==> config.mk <==
export PLATFORM = sky130hd
export DESIGN_NAME = nn_layer_unit
export DESIGN_NICKNAME = d
export VERILOG_FILES = /design/src/rtl/nn_layer_unit.sv
export SDC_FILE = /design/constraint.sdc
export NUM_CORES = 2
export LEC_CHECK = 0
export CORE_AREA = 2 2 383 479
export CTS_CLUSTER_DIAMETER = 30
export DETAILED_ROUTE_END_ITERATION = 16
export DIE_AREA = 0 0 385 481
export GPL_ROUTABILITY_DRIVEN = 0
export HOLD_SLACK_MARGIN = 0.05
export PLACE_DENSITY = 0.61
export SLEW_MARGIN = 15
export SYNTH_ARGS = -nofsm -noshare
export SYNTH_HDL_FRONTEND = slang
export SYNTH_SLANG_ARGS = --single-unit
export TNS_END_PERCENT = 10
==> constraint.sdc <==
create_clock -name clk -period 4.4 [get_ports clk]
set_input_delay 0.44 -clock clk [delete_from_list [all_inputs] [get_ports clk]]
set_output_delay 0.44 -clock clk [all_outputs]
set_load 0.05 [all_outputs]
==> src/rtl/nn_layer_unit.sv <==
// nn_layer_unit: LANES parallel fixed-point neurons sharing one x stream.
// Three-stage pipeline: multiply -> bias/accumulate -> round, activate, saturate.
// Optional feature macro: NN_LEAKY_RELU_EN (leaky ReLU, slope 1/8) instead of ReLU.
module nn_layer_unit #(
  parameter int DW    = 16,
  parameter int FRAC  = 8,
  parameter int LANES = 4,
  parameter int ACCW  = 2*DW+8
) (
  input  logic                  clk,
  input  logic                  rst_n,
  input  logic [DW-1:0]         x,
  input  logic                  x_v,
  input  logic                  x_l,
  input  logic [LANES*DW-1:0]   w,
  input  logic                  w_v,
  input  logic [LANES*DW-1:0]   b,
  output logic [LANES*DW-1:0]   y,
  output logic                  y_v,
  output logic [LANES-1:0]      sat
);

  localparam logic [0:0] ST_FIRST = 1'b0;
  localparam logic [0:0] ST_ACCUM = 1'b1;

  // Rounding constant and output clamp bounds, all at ACCW+1 bits so the
  // rounding add can never wrap.
  localparam logic signed [ACCW:0] RND  = {{ACCW{1'b0}}, 1'b1} << (FRAC-1);
  localparam logic signed [ACCW:0] YMAX = {{(ACCW-DW+2){1'b0}}, {(DW-1){1'b1}}};
  localparam logic signed [ACCW:0] YMIN = {{(ACCW-DW+2){1'b1}}, {(DW-1){1'b0}}};

  logic                           beat_s;
  logic [LANES-1:0][2*DW-1:0]     prod_r;
  logic                           p_v_r;
  logic                           p_l_r;
  logic [LANES-1:0][ACCW-1:0]     acc_r;
  logic                           a_v_r;
  logic [0:0]                     state_r;
  logic [LANES-1:0][DW-1:0]       y_s;
  logic [LANES-1:0]               sat_s;
  logic [LANES-1:0][DW-1:0]       y_r;
  logic                           y_v_r;
  logic [LANES-1:0]               sat_r;

  // Round half up, activate, then clamp to the DW-bit signed range.
  // Returns {clamped, value}.
  function automatic logic [DW:0] activate(input logic [ACCW-1:0] a);
    logic signed [ACCW:0] r;
    logic signed [ACCW:0] v;
    logic                 clamp;
    logic [DW-1:0]        q;
    r = $signed({a[ACCW-1], a}) + RND;
    r = r >>> FRAC;
`ifdef NN_LEAKY_RELU_EN
    v = r[ACCW] ? (r >>> 3) : r;
`else
    v = r[ACCW] ? {(ACCW+1){1'b0}} : r;
`endif
    if (v > YMAX) begin
      q     = YMAX[DW-1:0];
      clamp = 1'b1;
    end else if (v < YMIN) begin
      q     = YMIN[DW-1:0];
      clamp = 1'b1;
    end else begin
      q     = v[DW-1:0];
      clamp = 1'b0;
    end
    return {clamp, q};
  endfunction

  assign beat_s = x_v & w_v;

  // Stage 1: register per-lane products; products hold when there is no beat.
  always_ff @(posedge clk or negedge rst_n) begin
    if (!rst_n) begin
      prod_r <= '0;
      p_v_r  <= 1'b0;
      p_l_r  <= 1'b0;
    end else begin
      p_v_r <= beat_s;
      p_l_r <= beat_s & x_l;
      if (beat_s) begin
        for (int i = 0; i < LANES; i++) begin
          prod_r[i] <= (2*DW)'($signed(x)) * (2*DW)'($signed(w[i*DW +: DW]));
        end
      end else begin
        prod_r <= prod_r;
      end
    end
  end

  // Stage 2: seed with scaled bias on the first product, else accumulate.
  always_ff @(posedge clk or negedge rst_n) begin
    if (!rst_n) begin
      acc_r   <= '0;
      a_v_r   <= 1'b0;
      state_r <= ST_FIRST;
    end else begin
      a_v_r <= p_v_r & p_l_r;
      if (p_v_r) begin
        for (int i = 0; i < LANES; i++) begin
          if (state_r == ST_FIRST) begin
            acc_r[i] <= (ACCW'($signed(b[i*DW +: DW])) <<< FRAC) +
                        ACCW'($signed(prod_r[i]));
          end else begin
            acc_r[i] <= acc_r[i] + ACCW'($signed(prod_r[i]));
          end
        end
        state_r <= p_l_r ? ST_FIRST : ST_ACCUM;
      end else begin
        acc_r   <= acc_r;
        state_r <= state_r;
      end
    end
  end

  // Per-lane activation of the finished accumulators.
  always_comb begin
    y_s   = '0;
    sat_s = '0;
    for (int i = 0; i < LANES; i++) begin
      {sat_s[i], y_s[i]} = activate(acc_r[i]);
    end
  end

  // Stage 3: capture activated results; they hold until the next vector ends.
  always_ff @(posedge clk or negedge rst_n) begin
    if (!rst_n) begin
      y_r   <= '0;
      sat_r <= '0;
      y_v_r <= 1'b0;
    end else begin
      y_v_r <= a_v_r;
      if (a_v_r) begin
        y_r   <= y_s;
        sat_r <= sat_s;
      end else begin
        y_r   <= y_r;
        sat_r <= sat_r;
      end
    end
  end

  assign y   = y_r;
  assign y_v = y_v_r;
  assign sat = sat_r;

endmodule

==> flow_summary_export.csv <==
group,metric,value,unit
timing,fin_crit_sh,1.33,
synth,synth_common_cells,"inv_1 (1262), fa_1 (1056), nand2_1 (864), ha_1 (584), and2_1 (508)",
synth,synth_area_leader_cell,"fa_1",
worst_hold_path,hold_class,"in -> async",
critical_path,arrival,6.35,ns
detailed_routing,ant_nets,0,
synth,ys_types,96,
timing,fin_ws,-1.44,ns
clock_network,cts_root_buf,"clkbuf_16",
detailed_routing,drt_wl_total,201000,um
synth,async_flop_share,1.00,
synth,syn_area,68300,um2
global_routing,grt_first_pass_wirelength,325000,um
final_layout,area_delta_synth_final,23.7,%
placement,dp.cells,10900,
floorplan,num_rows,175,
detailed_routing,drc,0,
synth,syn-instance-count,7873,
final_layout,final_cells,11200,
synth,ys_warn_count,0,
clock_network,tritoncts,"yes",
timing,setup_viol,89,
global_routing,grt_overflow_total,0,
synth,synth_edf_count,0,
global_routing,grt_max_degree,223,
flow_run,maxCapViolCount,0,
critical_path,cpMaxStageDelayCell,"fa_1",
placement,placed_cell_area,78900,um2
synth,synth.area.top_cells,"fa_1 (31%), dfrtp_1 (13%), ha_1 (11%)",
synth,yosysMostFrequentCell,"inv_1",
final_layout,final_nets,10500,
timing,final_hold_viol_count,0,
timing,max_slew_margin,0.328,
clock_network,cts.sinks,361,
detailed_routing,first_iter_violations,3072,
clock_network,clock_path_buffers,3,
clock_network,cts-buffers-inserted,83,
floorplan,die-height,481,um
synth,synth_ff_type,"dfrtp_1",
floorplan,initial_utilization,0.377,
timing,finClkSkew,0.0206,ns
detailed_routing,vias,57900,
timing,slew_violations,0,
timing,fin_tns_setup,-80.43,ns
detailed_routing,wl_per_cell,18.0,um
critical_path,crit_buf_inv,8,
timing,rsz0062_at_grt,"yes",
timing,tightest_slew,1.00,ns
detailed_routing,drtPass1Iterations,6,
critical_path,critPathLaunchType,"input pin",
global_routing,grt_pass1_vias,60800,
placement,portBuffers,217,
critical_path,required,4.91,ns
synth,synth_top_cell_area_share,0.310,
placement,hpwl,161000,um
synth,synth.net_count,9662,
critical_path,r2r_slack,0.29,ns
clock_network,cts.clk_slew.worst_paths,0.05,ns
clock_network,h-tree-depth,3,
outcome,failed_checks,"setup timing",
detailed_routing,routed_via_density,5.18,
synth,ys_seq_area_frac,0.132,
synth,ys_seq_elements,361,
synth,postSynthAreaPerCell,8.67,um2
critical_path,worstPathMaxFanout,12,
global_routing,track_usage,0.218,
floorplan,dieArea,185000,um2
timing,fmax,171,MHz
global_routing,antenna_found_initial,23,
critical_path,crit_top_cell,"fa_1",
floorplan,die_w,385,um
critical_path,endpoint_kind,"flop",
outcome,outcome,"finished, violations left",
floorplan,core-area,181000,um2
placement,pre_cts_ws,-2.54,ns
clock_network,clk_latency,0.67,ns
final_layout,final_area,84400,um2
final_layout,final_layout_size_suffix_gt1_frac,0.161,
critical_path,critPathMaxStageDelay,0.52,ns
critical_path,critPathKind,"in -> reg",
floorplan,io-pin-count,218,
timing,period_minus_slack,5.84,ns
critical_path,cp_top_family,"adder cells",
## worst reg2reg max path: stages (launching register included)
cell,delay [ns]
dfrtp_1,0.37
ha_1,0.21
inv_1,0.06
fa_1,0.38
nor2b_1,0.21
o31a_1,0.22
o2111ai_1,0.28
a2111oi_4,0.50
o311ai_0,0.19
buf_4,0.18
o211ai_1,0.43
nand3_1,0.22
a211oi_1,0.33
mux2_2,0.38
nand3_1,0.07
## final cells by class
cell class,count,area [um2]
flip-flops and latches,361,9040
clock buffers,95,2160
repair buffers,1061,9990
multi-input cells,5936,54700
diodes,2,5.00
clock inverters,60,812
well taps,2389,2990
inverters,1263,4750
fillers,17100,96600
## logic make-up (layout without fill, tap and decap cells)
kind of cell / Yosys count / count (layout) / synth area share
adders and majority gates: 1640 / 1640 / 0.417
and+or+nand+nor: 2379 / 2379 / 0.171
buffers and inverters: 1576 / 2479 / 0.0871
muxes: 63 / 63 / 0.00977
xor gates and xnor gates: 375 / 375 / 0.0481
DFF: 361 / 361 / 0.132
AOI/OAI and AO/OA: 1479 / 1479 / 0.135
other: 0 / 2 / 0
## registers in the layout (all words and copies together), names as in the netlist
register	cells
state_r	1
prod_r	128
acc_r	160
p_l_r	1
y	64
a_v_r	1
p_v_r	1
sat	4
y_v	1
## layout by cell type (no fill, tap or decap), types with 31 or more instances in the layout
master,count
a211oi_1,52
a21o_1,163
a21oi_1,416
a21oi_2,51
a31oi_1,51
and2_1,482
and3_1,51
buf_12,81
buf_4,703
buf_6,49
clkbuf_16,87
clkdlybuf4s50_1,141
dfrtp_1,358
fa_1,1009
fa_2,47
ha_1,545
ha_4,31
inv_1,1228
inv_2,32
mux2i_1,34
nand2_1,855
nand2b_1,71
nand3_1,113
nand4_1,56
nor2_1,405
nor2b_1,55
nor3_1,76
o211ai_1,39
o21a_1,46
o21ai_0,340
o21ai_1,33
o21bai_1,42
or3_1,39
xnor2_1,219
xor2_1,144
## per-layer routing
| layer | vias to the layer above | GRT usage | wire length (um) |
|---|---|---|---|
| met4 | 28 | 0.0619 | 5430 |
| met3 | 340 | 0.0275 | 10900 |
| met1 | 28900 | 0.297 | 89700 |
| met5 | - | 0 | 184 |
| met2 | 1423 | 0.361 | 94500 |
| li1 | 27200 | - | - |
## repair_timing
action / 4_1_cts / 5_1_grt
hold buffers: 1 / 0
setup buffers: 68 / 24
hold endpoints to repair: 74 / 0
pin swaps: 165 / 144
cloned: 13 / 4
resized for setup: 342 / 157
endpoints found under the setup margin: 94 / 94
## worst paths after layout
kind / from / to / depth (start not counted)
max: x[7] / prod_r[125] / 26
max reg2reg: prod_r[64] / acc_r[116] / 14
min reg2reg: y[46] / y[46] / 2
min in group clk: x_l / p_l_r / 2
max in group asynchronous: rst_n / prod_r[55] / 3
min: rst_n / prod_r[91] / 2
## stage by stage
step / util / hold WS (ns)
after floorplan: - / 0.144
after global placement: 0.435 / 0.452
after CTS: 0.462 / 0.336
after global routing: 0.466 / 0.384
final: 0.466 / 0.317
after detailed placement: 0.435 / 0.452
Power is left out: the tool's default activity adds up to more than one toggle a clock period on the data nets, which glitch-free logic cannot reach.
